<file path="src/rtl/pram_arb_pkg.sv">
// Shared types and helpers for the pram arbiter slice.
// Port identifiers and the byte-lane / word-shift arithmetic used by both
// the round-robin picker and the arbiter top.
package pram_arb_pkg;

    typedef enum logic {
        PORT_IF = 1'b0,
        PORT_LS = 1'b1
    } port_id_t;

    // Byte lanes per data word.
    function automatic int unsigned n_cols(input int unsigned data_width,
                                           input int unsigned byte_width);
        return data_width / byte_width;
    endfunction

    // Right shift that turns a byte address into a word index.
    function automatic int unsigned word_shift(input int unsigned cols);
        return $clog2(cols);
    endfunction

endpackage

</file>
<file path="src/rtl/pram_arb_rr.sv">
// Two-input round-robin picker.
// Holds the last-granted port; on contention the other port wins.
// Reset leaves PORT_LS as last-granted so PORT_IF wins the first contention.
module pram_arb_rr
    import pram_arb_pkg::*;
(
    input  logic       i_CLK,
    input  logic       i_RST,
    input  logic [1:0] i_REQ,
    output logic [1:0] o_GNT
);

    port_id_t lg;

    // One-hot grant from the current requests and the last-granted port.
    always_comb begin
        o_GNT = i_REQ;
        if (i_REQ == 2'b11) begin
            o_GNT = (lg == PORT_LS) ? 2'b01 : 2'b10;
        end
    end

    // Remember which port was served last.
    always_ff @(posedge i_CLK or posedge i_RST) begin
        if (i_RST) begin
            lg <= PORT_LS;
        end else if (o_GNT[0]) begin
            lg <= PORT_IF;
        end else if (o_GNT[1]) begin
            lg <= PORT_LS;
        end
    end

endmodule

</file>
<file path="src/rtl/pram_arbiter.sv">
// Arbiter sharing the single-port program/data RAM between instruction fetch
// (P0) and load/store (P1). One access per cycle, round-robin on contention,
// read data routed back to the issuing port one cycle after its grant.
// Optional macro PRAM_ARB_BOUNDS_CHECK_EN: out-of-range word indices are
// granted but suppressed at the RAM and answered with ERR.
module pram_arbiter
    import pram_arb_pkg::*;
#(
    parameter  int DATA_WIDTH = 32,
    parameter  int BYTE_WIDTH = 8,
    parameter  int ADDR_WIDTH = 32,
    parameter  int SRAM_DEPTH = 1024,
    localparam int N_COLS     = DATA_WIDTH / BYTE_WIDTH
) (
    input  logic                  i_CLK,
    input  logic                  i_RST,
    input  logic                  i_P0_REQ,
    input  logic [ADDR_WIDTH-1:0] i_P0_ADDR,
    input  logic [DATA_WIDTH-1:0] i_P0_WDATA,
    input  logic [N_COLS-1:0]     i_P0_WE,
    output logic                  o_P0_GNT,
    output logic [DATA_WIDTH-1:0] o_P0_RDATA,
    output logic                  o_P0_RVALID,
    output logic                  o_P0_ERR,
    input  logic                  i_P1_REQ,
    input  logic [ADDR_WIDTH-1:0] i_P1_ADDR,
    input  logic [DATA_WIDTH-1:0] i_P1_WDATA,
    input  logic [N_COLS-1:0]     i_P1_WE,
    output logic                  o_P1_GNT,
    output logic [DATA_WIDTH-1:0] o_P1_RDATA,
    output logic                  o_P1_RVALID,
    output logic                  o_P1_ERR,
    output logic                  o_MEM_CE,
    output logic [ADDR_WIDTH-1:0] o_MEM_ADDR,
    output logic [DATA_WIDTH-1:0] o_MEM_WDATA,
    output logic [N_COLS-1:0]     o_MEM_WE,
    input  logic [DATA_WIDTH-1:0] i_MEM_RDATA,
    input  logic                  i_MEM_VALID
);

    localparam int unsigned WORD_SHIFT = word_shift(n_cols(DATA_WIDTH, BYTE_WIDTH));

    logic [1:0]            gnt;
    logic                  any_gnt;
    logic [ADDR_WIDTH-1:0] sel_addr;
    logic [ADDR_WIDTH-1:0] word_idx;
    logic [DATA_WIDTH-1:0] sel_wdata;
    logic [N_COLS-1:0]     sel_we;
    logic                  oob;
    logic                  pend;
    port_id_t              own;
    logic                  resp_err;
    logic                  chk_en;

    // Requests are masked during reset so no output rises before release.
    pram_arb_rr u_rr (
        .i_CLK (i_CLK),
        .i_RST (i_RST),
        .i_REQ ({i_P1_REQ, i_P0_REQ} & {2{~i_RST}}),
        .o_GNT (gnt)
    );

    assign o_P0_GNT = gnt[0];
    assign o_P1_GNT = gnt[1];

    // Select the granted port's access; P0 is the idle default.
    always_comb begin
        any_gnt   = |gnt;
        sel_addr  = gnt[1] ? i_P1_ADDR  : i_P0_ADDR;
        sel_wdata = gnt[1] ? i_P1_WDATA : i_P0_WDATA;
        sel_we    = gnt[1] ? i_P1_WE    : i_P0_WE;
        word_idx  = sel_addr >> WORD_SHIFT;
    end

`ifdef PRAM_ARB_BOUNDS_CHECK_EN
    localparam logic [ADDR_WIDTH-1:0] DEPTH_W = ADDR_WIDTH'(SRAM_DEPTH);
    logic perr;

    assign oob      = word_idx >= DEPTH_W;
    assign resp_err = pend & perr;

    // Remember whether the access now in flight was suppressed as out of range.
    always_ff @(posedge i_CLK or posedge i_RST) begin
        if (i_RST) begin
            perr <= 1'b0;
        end else begin
            perr <= any_gnt & oob;
        end
    end
`else
    assign oob      = 1'b0;
    assign resp_err = 1'b0;
`endif

    // Drive the RAM; an out-of-range grant still consumes the slot but never reaches the RAM.
    always_comb begin
        o_MEM_CE    = 1'b0;
        o_MEM_WE    = '0;
        o_MEM_ADDR  = '0;
        o_MEM_WDATA = '0;
        if (!i_RST) begin
            o_MEM_ADDR  = word_idx;
            o_MEM_WDATA = sel_wdata;
            if (any_gnt && !oob) begin
                o_MEM_CE = 1'b1;
                o_MEM_WE = sel_we;
            end
        end
    end

    // Track the single outstanding response and who owns it.
    always_ff @(posedge i_CLK or posedge i_RST) begin
        if (i_RST) begin
            pend <= 1'b0;
            own  <= PORT_IF;
        end else begin
            pend <= any_gnt;
            if (any_gnt) begin
                own <= gnt[1] ? PORT_LS : PORT_IF;
            end
        end
    end

    // Route the response to its owner; the other port sees zeros.
    always_comb begin
        o_P0_RVALID = 1'b0;
        o_P0_RDATA  = '0;
        o_P0_ERR    = 1'b0;
        o_P1_RVALID = 1'b0;
        o_P1_RDATA  = '0;
        o_P1_ERR    = 1'b0;
        if (pend) begin
            if (own == PORT_IF) begin
                o_P0_RVALID = 1'b1;
                o_P0_RDATA  = resp_err ? '0 : i_MEM_RDATA;
                o_P0_ERR    = resp_err;
            end else begin
                o_P1_RVALID = 1'b1;
                o_P1_RDATA  = resp_err ? '0 : i_MEM_RDATA;
                o_P1_ERR    = resp_err;
            end
        end
    end

    // Skip the first edge after reset so a RAM valid from a dropped access is ignored.
    always_ff @(posedge i_CLK or posedge i_RST) begin
        if (i_RST) begin
            chk_en <= 1'b0;
        end else begin
            chk_en <= 1'b1;
        end
    end

    a_cfg_ok: assert property (@(posedge i_CLK)
        SRAM_DEPTH > 0 && (DATA_WIDTH % BYTE_WIDTH) == 0);

    a_pend_matches_ram: assert property (@(posedge i_CLK) disable iff (i_RST || !chk_en)
        (pend && !resp_err) == i_MEM_VALID);

endmodule

</file>
<file path="config.mk">
export PLATFORM = sky130hd
export DESIGN_NAME = pram_arbiter
export DESIGN_NICKNAME = d
export VERILOG_FILES = /design/src/rtl/pram_arb_pkg.sv /design/src/rtl/pram_arb_rr.sv /design/src/rtl/pram_arbiter.sv
export SDC_FILE = /design/constraint.sdc
export NUM_CORES = 1
export LEC_CHECK = 0
export ABC_AREA = 1
export CAP_MARGIN = 20
export CORE_AREA = 2 2 120 122
export DETAILED_ROUTE_END_ITERATION = 12
export DIE_AREA = 0 0 122 124
export PLACE_DENSITY = 0.49
export SLEW_MARGIN = 25
export SYNTH_ARGS = -nofsm -noshare
export SYNTH_HDL_FRONTEND = slang
export SYNTH_SLANG_ARGS = --single-unit
</file>
<file path="constraint.sdc">
create_clock -name i_CLK -period 2.5 [get_ports i_CLK]
set_clock_uncertainty 0.05 [all_clocks]
set_input_delay 0.5 -clock i_CLK [delete_from_list [all_inputs] [get_ports i_CLK]]
set_output_delay 0.5 -clock i_CLK [all_outputs]
set_load 0.01 [all_outputs]
</file>
Word level (Yosys, flattened, before mapping)
Cells that the tools add are included.
{"block": "totals", "reg_bits": 3, "elab_cells": 30}
{"block": "op_classes", "eq_ne": 1, "n_mux": 22, "bitwise": 2, "n_reduce_logical": 2}
{"operator": "$mux 32", "n": 7}
{"operator": "$mux 30", "n": 1}
{"operator": "$mux 4", "n": 3}
{"operator": "$mux 1", "n": 9}
{"operator": "$mux 2", "n": 2}
{"operator": "$and 2x2->2", "n": 1}
{"operator": "$eq 2x2->1 const B", "n": 1}
{"operator": "$reduce_bool 2->1", "n": 1}
{"operator": "$reduce_or 2->1", "n": 1}
{"operator": "$not 1->1", "n": 1}

Longest topological paths before layout
Gate-level depths: netlist of the first run.
{"block": "depth", "depth_word": 7, "mapped_depth": 7, "depth_no_buf": 6}

Hierarchy
Synthesis of the first run repeated with hierarchy kept, for this count alone.
{"block": "unflattened", "hier_cells": 362, "area_unflattened_um2": 1645.3}
{"module": "pram_arbiter", "n_inst": 1, "cells_per_inst": 350, "area_each_um2": 1576.5}
{"module": "pram_arb_rr", "n_inst": 1, "cells_per_inst": 12, "area_each_um2": 68.8}

Worst setup path after synthesis of the first run
OpenSTA, ideal clock, no wires.
{"block": "synth_path", "kind": "input to output", "startpoint": "input port i_P1_REQ", "endpoint": "output port o_MEM_ADDR[20]", "t_arrival_ns": 1.237, "required_time_ns": 1.950, "path_slack_ns": 0.713, "stages": 7, "path_buffers": 1, "cell_sequence": "inv_1 > nor2_4 > nand2_2 > inv_2 > buf_4 > nand2_1 > nand2_1"}
{"block": "synth_via", "elab_chain_len": 5}
{"element": "start, declared", "line": "pram_arbiter.sv:25", "source": "input logic i_P1_REQ,"}
{"element": "$and 2x2->2 *", "line": "pram_arbiter.sv:59", "source": ".i_REQ ({i_P1_REQ, i_P0_REQ} & {2{~i_RST}}),"}
{"element": "$eq 2x2->1", "line": "pram_arb_rr.sv:18", "source": "if (i_REQ == 2'b11) begin"}
{"element": "$mux 2 *", "line": "pram_arb_rr.sv:18"}
{"element": "net o_P1_GNT", "line": "pram_arbiter.sv:29", "source": "output logic o_P1_GNT,"}
{"element": "$mux 32 *", "line": "pram_arbiter.sv:69", "source": "sel_addr = gnt[1] ? i_P1_ADDR : i_P0_ADDR;"}
{"element": "$mux 30 *", "line": "pram_arbiter.sv:101", "source": "if (!i_RST) begin"}
{"element": "end, declared", "line": "pram_arbiter.sv:34", "source": "output logic [ADDR_WIDTH-1:0] o_MEM_ADDR,"}
The timed path passes the listed nets; every way through them passes the cells marked *.

Worst setup path in the final report of the first run
{"block": "layout_path", "startpoint": "input port i_RST", "endpoint": "output port o_MEM_WDATA[11]"}
{"block": "layout_via", "elab_chain_len": 6}
{"element": "start, declared", "line": "pram_arbiter.sv:16", "source": "input logic i_RST,"}
{"element": "$not 1->1", "line": "pram_arbiter.sv:59"}
{"element": "$and 2x2->2", "line": "pram_arbiter.sv:59"}
{"element": "$eq 2x2->1", "line": "pram_arb_rr.sv:18"}
{"element": "$mux 2", "line": "pram_arb_rr.sv:18"}
{"element": "$mux 32", "line": "pram_arbiter.sv:70", "source": "sel_wdata = gnt[1] ? i_P1_WDATA : i_P0_WDATA;"}
{"element": "$mux 32 *", "line": "pram_arbiter.sv:101"}
{"element": "end, declared", "line": "pram_arbiter.sv:35", "source": "output logic [DATA_WIDTH-1:0] o_MEM_WDATA,"}
Every way passes the cells marked *; elsewhere a longest branch is shown, timed or not.

==> results of run 1 <==
[cell type report]
class	instances	area, µm²
well taps	180	225
fillers	1484	8690
multi-input cells	280	1170
flip-flops and latches	3	76.3
inverters	44	173
repair buffers	325	3300
clock buffers	4	78.8
[report_power, final]
| group | leakage (nW) | switching (mW) | internal [mW] |
|---|---|---|---|
| registers | 0.0349 | 0.00302 | 0.0558 |
| clock network | 0.0382 | 0.0493 | 0.211 |
| logic | 2.54 | 0.375 | 0.538 |
[cells by family (layout without fill, tap and decap cells)]
family	count (synthesis)	in the layout
DFF	3	3
and+or+nand+nor	267	267
buffers and inverters	73	373
other	1	4
AOI/OAI and AO/OA	9	9
[through the flow]
| stage | std cells | power, mW | setup slack (ns) | cell area, µm² |
|---|---|---|---|---|
| final | 836 | 1.23 | 0.0674 | 5020 |
| after global routing | 836 | 1.31 | 0.000693 | 5020 |
| after CTS | 836 | 1.26 | -0.00911 | 5030 |
| after detailed placement | 824 | 0.984 | -0.347 | 4820 |
| after global placement | 824 | 0.980 | -0.345 | 4820 |
| after floorplan | 356 | 0.369 | 0.713 | 1600 |
[state kept, by name, indices dropped and copies added, names as in the netlist]
name	count
own	1
pend	1
u_rr.lg	1
[worst register-to-register path, cell delays in order (launching register included)]
cell,delay [ns]
dfstp_2,0.52
nand2_2,0.07
nand2_4,0.14
buf_16,0.22
o21ai_0,0.13
[final timing paths]
kind                                   end  cells past startpoint  slack, ns
max                        o_MEM_WDATA[11]                      9       0.07
min                                u_rr.lg                      2       0.48
max reg2reg                            own                      4       1.23
min reg2reg                        u_rr.lg                      2       0.48
max in group asynchronous          u_rr.lg                      4       1.58
min in group asynchronous             pend                      4       0.59
[layer usage]
metal / GRT usage / part of all wire
met1: 0.139 / 0.36
met2: 0.289 / 0.53
met3: 0.0380 / 0.10
met4: 0.0230 / 0.0091
met5: 0 / 0
[placed cells by master (no fill, tap or decap), drive strengths merged, types with 3 or more instances in the layout]
cell and count:
inv 44, a21oi 6, buf 29, nor2 69, dlymetal6s2s 7, nand2 132, clkdlybuf4s50 233, conb 4
clkbuf 4, nand3 66, bufbuf 3, dlygate4sd2 51
[repair_timing]
action	CTS	global route
gates resized for setup	99	14
cloned	5	0
endpoints found under the setup margin	68	34
pin swaps	2	2
hold buffers	0	0
setup buffers	3	0
==> impl_metrics.py, run 1 <==
metrics = {
    "cts": {
        "cts_made_buffers": 3,
        "cts-htree-levels": 1,
        "clk_pin_slew_worst_paths_ns": 0.03,
        "cts_tree": "built",
        "clockBufferDepth": 2,
        "clkLatencyLatePin_ns": 0.23,
        "cts_root_buf": "clkbuf_16",
        "cts.sinks": 3,
    },
    "global_routing": {
        "grt-ovfl-total": 0,
        "globalRouteTotalUtil": 0.140,
        "grt_pass1_vias": 3203,
        "grt_max_degree": 36,
        "grt_pass1_wl_um": 16500,
        "antenna_found_initial": 0,
    },
    "floorplanning": {
        "die_w_um": 122,
        "die-area_mm2": 0.0151,
        "fp-row-count": 43,
        "initial_core_util": 0.116,
        "ios": 312,
        "die_h_um": 124,
        "core-area_mm2": 0.0137,
    },
    "drt": {
        "drt-total-wl_um": 11700,
        "ant_nets": 0,
        "viasPerCell": 3.99,
        "vias": 3335,
        "drc_errors": 0,
        "drt_iter0_drc": 96,
        "firstDrtPassIters": 4,
        "routedWlPerCell_um": 14.0,
    },
    "yosys": {
        "async_flop_share": 1.00,
        "synthTopCellsByArea": "nand2_1, nand3_1, nor2_1, inv_1, buf_6",
        "seq_area_frac_synth": 0.0481,
        "synthFlopType": "dfrtp_1",
        "yosysTopAreaCellShare": 0.310,
        "avgSynthCellArea_um2": 4.49,
        "yosys.area.top_type": "nand2_1",
        "synth-adder-area-share": 0,
        "synth_compound_area_frac": 0.0300,
        "synth.area.mux_share": 0,
        "synth_common_cells": "nand2_1, nor2_1, nand3_1, inv_1, buf_4",
        "synth_top_family_by_area": "simple AND/OR/NAND/NOR gates",
        "syn_area_mm2": 0.00159,
        "ys_warn_count": 0,
        "synth_edf_count": 0,
        "syn_inst": 353,
        "synth-simple-area-share": 0.690,
        "synth.most_common_cell": "nand2_1",
        "synth.distinct_cells": 17,
        "synth_seq_cells": 3,
        "synth-xor-area-share": 0,
    },
    "sta": {
        "rsz0062_at_grt": "no",
        "fin_crit_ns": 2.43,
        "period_share": 0.973,
        "max_freq_ghz": 0.411,
        "hold_slack_ns": 0.481,
        "setup_viol": 0,
        "drv_slew": 0,
        "hold_violations": 0,
        "finalSetupTns_ns": 0,
    },
    "place": {
        "gp_congestion": 0.776,
        "io_buffers": 302,
        "dp_hpwl_um": 8760,
    },
    "cells_and_area": {
        "area_growth_syn_to_layout_pct": 217,
        "utilization": 0.366,
        "drive_gt1_frac": 0.0671,
        "antenna_cells": 0,
        "fin_nets": 830,
    },
    "setup_path": {
        "r2r_start": "u_rr.lg",
        "crit_chain": "dlygate4sd2_1, nor2_4, nand2_4, buf_4, buf_6, buf_12, nand3_1, nand2_1, dlygate4sd2_1",
        "worstSetupPathType": "in2out",
        "crit_path_start_kind": "primary input",
        "critical_path.most_common_cell": "dlygate4sd2_1",
        "max_stage_delay_ns": 0.30,
        "worst_path_max_delay_cell": "dlygate4sd2_1",
        "crit_arrival_ns": 1.88,
        "crit_fanout": 8,
        "cp-end-kind": "output pin",
        "cp_top_family": "buffers and inverters",
        "crit_required_ns": 1.95,
        "crit_start": "i_RST",
        "crit_buf_inv": 5,
    },
    "min_path": {
        "worstHoldPathType": "reg2reg",
        "min_from": "u_rr.lg",
    },
    "run_status": {
        "outcome": "completed",
    },
    "run": {
        "maxCapViolations": 0,
    },
    "pwr": {
        "ir_worst_vdd_v": 0.000131,
        "pwr_density_cell_mw_per_mm2": 245,
        "power.leakage_nw": 2.61,
    },
}
(Power assumes the default switching activity.)
==> run 2, diff against run 1 <==
--- a/config.mk
+++ b/config.mk
@@ -7,10 +7,12 @@
 export LEC_CHECK = 0
 export ABC_AREA = 1
 export CAP_MARGIN = 20
-export CORE_AREA = 2 2 120 122
+export CORE_AREA = 2 2 121 123
 export DETAILED_ROUTE_END_ITERATION = 12
-export DIE_AREA = 0 0 122 124
-export PLACE_DENSITY = 0.49
+export DIE_AREA = 0 0 123 125
+export DONT_BUFFER_PORTS = 1
+export PLACE_DENSITY = 0.3
+export SKIP_LAST_GASP = 1
 export SLEW_MARGIN = 25
 export SYNTH_ARGS = -nofsm -noshare
 export SYNTH_HDL_FRONTEND = slang
==> run 2 against run 1 <==
Global-route usage is 6.8 points lower. Sequential share of layout area rose by 2.7 points. Die area grew 1.6%. Clock power shrank 2%. Via count fell by 35%. Critical path depth down 4. Design area fell by 64%. Register-to-register slack got worse by 0.23 ns. Critical endpoint is now o_MEM_WDATA[31].
==> impl_metrics.py, run 2 (synthesized netlist as in run 1, its figures left out) <==
metrics = {
    "drt": {
        "vias": 2165,
        "drc_errors": 0,
        "firstDrtPassIters": 4,
        "drt_iter0_drc": 84,
        "viasPerCell": 4.14,
        "routedWlPerCell_um": 13.0,
        "drt-total-wl_um": 6820,
        "ant_nets": 0,
    },
    "pwr": {
        "pwr_density_cell_mw_per_mm2": 370,
        "ir_worst_vdd_v": 0.000163,
        "total_power_mw": 0.672,
        "power.leakage_nw": 1.08,
    },
    "global_routing": {
        "grt_pass1_vias": 1733,
        "grt-ovfl-total": 0,
        "grt_max_degree": 49,
        "globalRouteTotalUtil": 0.0719,
        "antenna_found_initial": 0,
        "grt_pass1_wl_um": 8630,
    },
    "place": {
        "dp.cells": 519,
        "io_buffers": 0,
        "gp_congestion": 0.792,
        "dp_hpwl_um": 5730,
        "pre_cts_slack_ns": 0.432,
    },
    "floorplanning": {
        "die_h_um": 125,
        "fp-row-count": 44,
        "core-area_mm2": 0.0142,
        "die-area_mm2": 0.0154,
        "ios": 312,
        "die_w_um": 123,
        "initial_core_util": 0.112,
    },
    "cts": {
        "clkLatencyLatePin_ns": 0.22,
        "cts_root_buf": "clkbuf_16",
        "cts_made_buffers": 3,
        "cts_tree": "built",
        "cts-htree-levels": 1,
        "hold_buffers": 0,
        "cts.sinks": 3,
        "cts_setup_buffers": 0,
        "clk_pin_slew_worst_paths_ns": 0.03,
        "clockBufferDepth": 2,
        "cts_resized": 0,
    },
    "sta": {
        "rsz0062_at_grt": "no",
        "drv_slew": 0,
        "period_share": 0.912,
        "fin_ws_ns": 0.220,
        "finalSetupTns_ns": 0,
        "worst_pin_slew_ns": 0.622,
        "fin_crit_ns": 2.28,
        "max_freq_ghz": 0.439,
        "slew-limit-headroom": 0.585,
        "hold_violations": 0,
        "setup_viol": 0,
    },
    "setup_path": {
        "worst_path_max_delay_cell": "dfstp_2",
        "cp-end-kind": "output pin",
        "crit_path_start_kind": "flip-flop",
        "crit_required_ns": 1.95,
        "rr_worst_depth": 4,
        "r2r-end": "own",
        "max_stage_delay_ns": 0.51,
        "r2r_start": "u_rr.lg",
        "crit_arrival_ns": 1.73,
        "r2r_slack_ns": 1.00,
        "critical_path.most_common_cell": "nand2_1",
        "worstSetupPathType": "reg2out",
        "crit_start": "u_rr.lg",
        "crit_fanout": 48,
        "crit_chain": "nand2_1, nand2_2, buf_12, nand3_1, nand2_1",
    },
    "cells_and_area": {
        "final_common_cell": "nand2_1",
        "drive_gt1_frac": 0.0472,
        "reg.largest.list": "own x1, pend x1, u_rr.lg x1",
        "area_growth_syn_to_layout_pct": 14.6,
        "final_cell_mix": "nand2_1, nor2_1, nand3_1, inv_1, a21oi_1",
        "fillCellCount": 1690,
        "final_cells": 523,
        "antenna_cells": 0,
        "fin_nets": 513,
    },
    "run": {
        "maxCapViolations": 0,
    },
    "min_path": {
        "worstHoldPathType": "in2async",
    },
    "run_status": {
        "outcome": "completed",
    },
}
-- run 2: metal layers --
metal / global-route usage / up-vias / wire length [µm] / part of all wire
met1: 0.0643 / 934 / 2320 / 0.34
met2: 0.162 / 200 / 3800 / 0.56
met5: 0 / - / 0 / 0
met4: 0.0134 / 0 / 47 / 0.0069
li1: - / 1029 / - / -
met3: 0.00776 / 2 / 651 / 0.095
-- run 2: through the flow --
| stage | util | cell area, µm² | hold WS (ns) |
|---|---|---|---|
| 6_report | 0.128 | 1820 | 0.0870 |
| 2_1_floorplan | - | 1600 | 0.434 |
| 4_1_cts | 0.128 | 1820 | 0.101 |
| 3_3_place_gp | 0.122 | 1740 | 0.317 |
| 5_1_grt | 0.128 | 1820 | 0.105 |
| 3_5_place_dp | 0.122 | 1740 | 0.327 |
-- run 2: where the power goes --
group | switching (mW) | internal, mW | leakage, nW
logic | 0.272 | 0.0876 | 1.01
clock network | 0.0434 | 0.210 | 0.0382
registers | 0.00241 | 0.0558 | 0.0349
-- run 2: final cells by class --
type | count | area [µm²] | area share
Timing Repair Buffer | 8 | 110 | 0.0606
Sequential cell | 3 | 76.3 | 0.0420
Inverter | 44 | 165 | 0.0908
Multi-Input combinational cell | 280 | 1160 | 0.637
Clock buffer | 4 | 78.8 | 0.0434
Tap cell | 184 | 230 | 0.127
-- run 2: how the worst max path moves through the flow --
stage / end / slack [ns]
finish: o_MEM_WDATA[31] / 0.22
global route: o_MEM_ADDR[29] / 0.12
CTS: o_MEM_WDATA[31] / 0.19
detailed placement: o_MEM_WDATA[0] / 0.43
global placement: o_MEM_WDATA[0] / 0.43
floorplan: o_MEM_ADDR[20] / 0.71
-- run 2: critical path: cells and delay by family (launching register included) --
kind	cells	cell delay, ns
simple gates	4	0.74
flops	1	0.51
buf+inv	1	0.22
==> run 3, diff against run 2 <==
--- a/config.mk
+++ b/config.mk
@@ -7,7 +7,8 @@
 export LEC_CHECK = 0
 export ABC_AREA = 1
 export CAP_MARGIN = 20
-export CORE_AREA = 2 2 121 123
+export CORE_AREA = 10 10 113 115
+export CTS_BUF_LIST = sky130_fd_sc_hd__clkbuf_2
 export DETAILED_ROUTE_END_ITERATION = 12
 export DIE_AREA = 0 0 123 125
 export DONT_BUFFER_PORTS = 1
==> constraint.sdc (replaced) <==
create_clock -name i_CLK -period 2.22 [get_ports i_CLK]
set_clock_uncertainty 0.05 [all_clocks]
set_input_delay 0.444 -clock i_CLK [delete_from_list [all_inputs] [get_ports i_CLK]]
set_output_delay 0.444 -clock i_CLK [all_outputs]
set_load 0.01 [all_outputs]
==> run 3 against run 2 <==
Highest routed layer unchanged. Sequential power up 13%. Design area down 3.8%. Routed wire length up 33%. Combinational power up 17%. Critical path type unchanged. Global-route usage up 3.0 points. Sequential share of layout area up 0.17 points. Power down 16%. Largest cell class unchanged.
==> impl_metrics.py, run 3 (synthesized netlist as in run 1, its figures left out) <==
metrics = {
    "run_status": {
        "outcome": "completed",
    },
    "place": {
        "io_buffers": 0,
        "dpl_cell_area_mm2": 0.00172,
        "dp_hpwl_um": 8050,
        "dp.cells": 482,
        "gp_congestion": 0.850,
        "pre_cts_slack_ns": 0.202,
    },
    "cts": {
        "clkLatencyLatePin_ns": 0.20,
        "cts_made_buffers": 3,
        "cts-htree-levels": 1,
        "cts_root_buf": "clkbuf_2",
        "cts_setup_buffers": 0,
        "clockBufferDepth": 2,
        "cts.sinks": 3,
        "cts_tree": "built",
        "clk_pin_slew_worst_paths_ns": 0.04,
    },
    "setup_path": {
        "cp-end-kind": "output pin",
        "worst_path_max_delay_cell": "dfstp_2",
        "crit_arrival_ns": 1.58,
        "cp_top_family": "simple AND/OR/NAND/NOR gates",
        "rr_worst_depth": 3,
        "critical_path.most_common_cell": "nand2_1",
        "max_stage_delay_ns": 0.53,
        "crit_buf_inv": 1,
        "crit_path_start_kind": "flip-flop",
        "worstSetupPathType": "reg2out",
        "path_depth": 5,
        "crit_start": "u_rr.lg",
        "cp-endpoint": "o_MEM_ADDR[29]",
        "crit_chain": "nand2_1, nand2_4, buf_12, nand3_1, nand2_1",
        "r2r_start": "u_rr.lg",
        "r2r-end": "own",
        "r2r_slack_ns": 1.10,
        "crit_fanout": 51,
        "crit_required_ns": 1.73,
    },
    "pwr": {
        "internal_power_mw": 0.215,
        "p_sw_mw": 0.349,
        "total_power_mw": 0.564,
        "swShare": 0.619,
        "pwr_density_cell_mw_per_mm2": 322,
        "clkPwrFrac": 0.137,
        "p_comb_frac": 0.746,
        "power.leakage_nw": 1.09,
        "seqPwrFrac": 0.117,
        "ir_worst_vdd_v": 0.0000840,
    },
    "cells_and_area": {
        "antenna_cells": 0,
        "drive_gt1_frac": 0.0694,
        "reg.largest.list": "own x1, pend x1, u_rr.lg x1",
        "final_cell_mix": "nand2_1, nor2_1, nand3_1, inv_1, buf_4",
        "fin_nets": 520,
        "fillCellCount": 1238,
        "final_cells": 486,
        "multiInputGateArea_mm2": 0.00116,
        "area_growth_syn_to_layout_pct": 10.3,
        "regArea_um2": 76.3,
        "final_common_cell": "nand2_1",
        "post-route-cell-area_mm2": 0.00175,
    },
    "sta": {
        "finalSetupTns_ns": 0,
        "rsz0062_at_grt": "no",
        "hold_violations": 0,
        "max_freq_ghz": 0.483,
        "fin_crit_ns": 2.07,
        "period_share": 0.933,
        "drv_slew": 0,
        "setup_viol": 0,
        "fin_ws_ns": 0.149,
    },
    "global_routing": {
        "grt_max_degree": 66,
        "grt-ovfl-total": 0,
        "antenna_found_initial": 0,
        "grt_pass1_vias": 2362,
        "grt_pass1_wl_um": 12900,
        "globalRouteTotalUtil": 0.102,
    },
    "run": {
        "maxCapViolations": 0,
    },
    "floorplanning": {
        "die-area_mm2": 0.0154,
        "die_h_um": 125,
        "die_w_um": 123,
        "fp-row-count": 38,
        "ios": 312,
        "core-area_mm2": 0.0106,
        "initial_core_util": 0.150,
    },
    "min_path": {
        "worstHoldPathType": "in2async",
    },
    "drt": {
        "vias": 2177,
        "viasPerCell": 4.48,
        "routedWlPerCell_um": 18.7,
        "drt-total-wl_um": 9090,
        "drt_iter0_drc": 79,
        "ant_nets": 0,
        "firstDrtPassIters": 4,
        "drc_errors": 0,
    },
}
run 3: cell types whose count changed in the layout (fill, tap and decap cells not counted):
cell,change
buf_12,-1
buf_4,+8
clkbuf_1,-1
clkbuf_16,-3
clkbuf_2,+4
nand2_2,-1
nand2_4,+1
run 3: worst min path at each step:
stage / depth (start not counted) / to
after floorplan: 2 / own
after global placement: 2 / own
after detailed placement: 2 / own
after CTS: 2 / pend
after global routing: 2 / pend
final: 2 / own
run 3: layer usage:
metal  up-vias  share of wire  track usage
met3         2           0.13       0.0432
met5         -              0            0
met1       933           0.33       0.0905
met4         0         0.0025       0.0144
li1       1044              -            -
met2       198           0.53        0.207
run 3: power groups by stage:
stage,clock [mW],combinational [mW],sequential (mW)
6_report,0.0771,0.421,0.0660
5_1_grt,0.0905,0.476,0.0668
4_1_cts,0.0832,0.434,0.0659
3_5_place_dp,0,0.434,0.0665
3_3_place_gp,0,0.429,0.0663
2_1_floorplan,0,0.350,0.0656
run 3: final cells by class:
cell class,count,share of cell area
repair buffers,15,0.0858
inverters,44,0.0944
clock buffers,4,0.0114
well taps,140,0.100
flip-flops and latches,3,0.0436
multi-input cells,280,0.665
run 3: through the flow:
step,util,hold WS [ns]
2_1_floorplan,-,0.405
3_3_place_gp,0.163,0.332
3_5_place_dp,0.163,0.336
4_1_cts,0.165,0.0996
5_1_grt,0.165,0.103
6_report,0.165,0.100
run 3: what timing repair did:
action | 4_1_cts | 5_1_grt
setup endpoints to repair | 0 | 51
hold endpoints to repair | 0 | 0
gates resized for setup | 0 | 1
hold buffers | 0 | 0
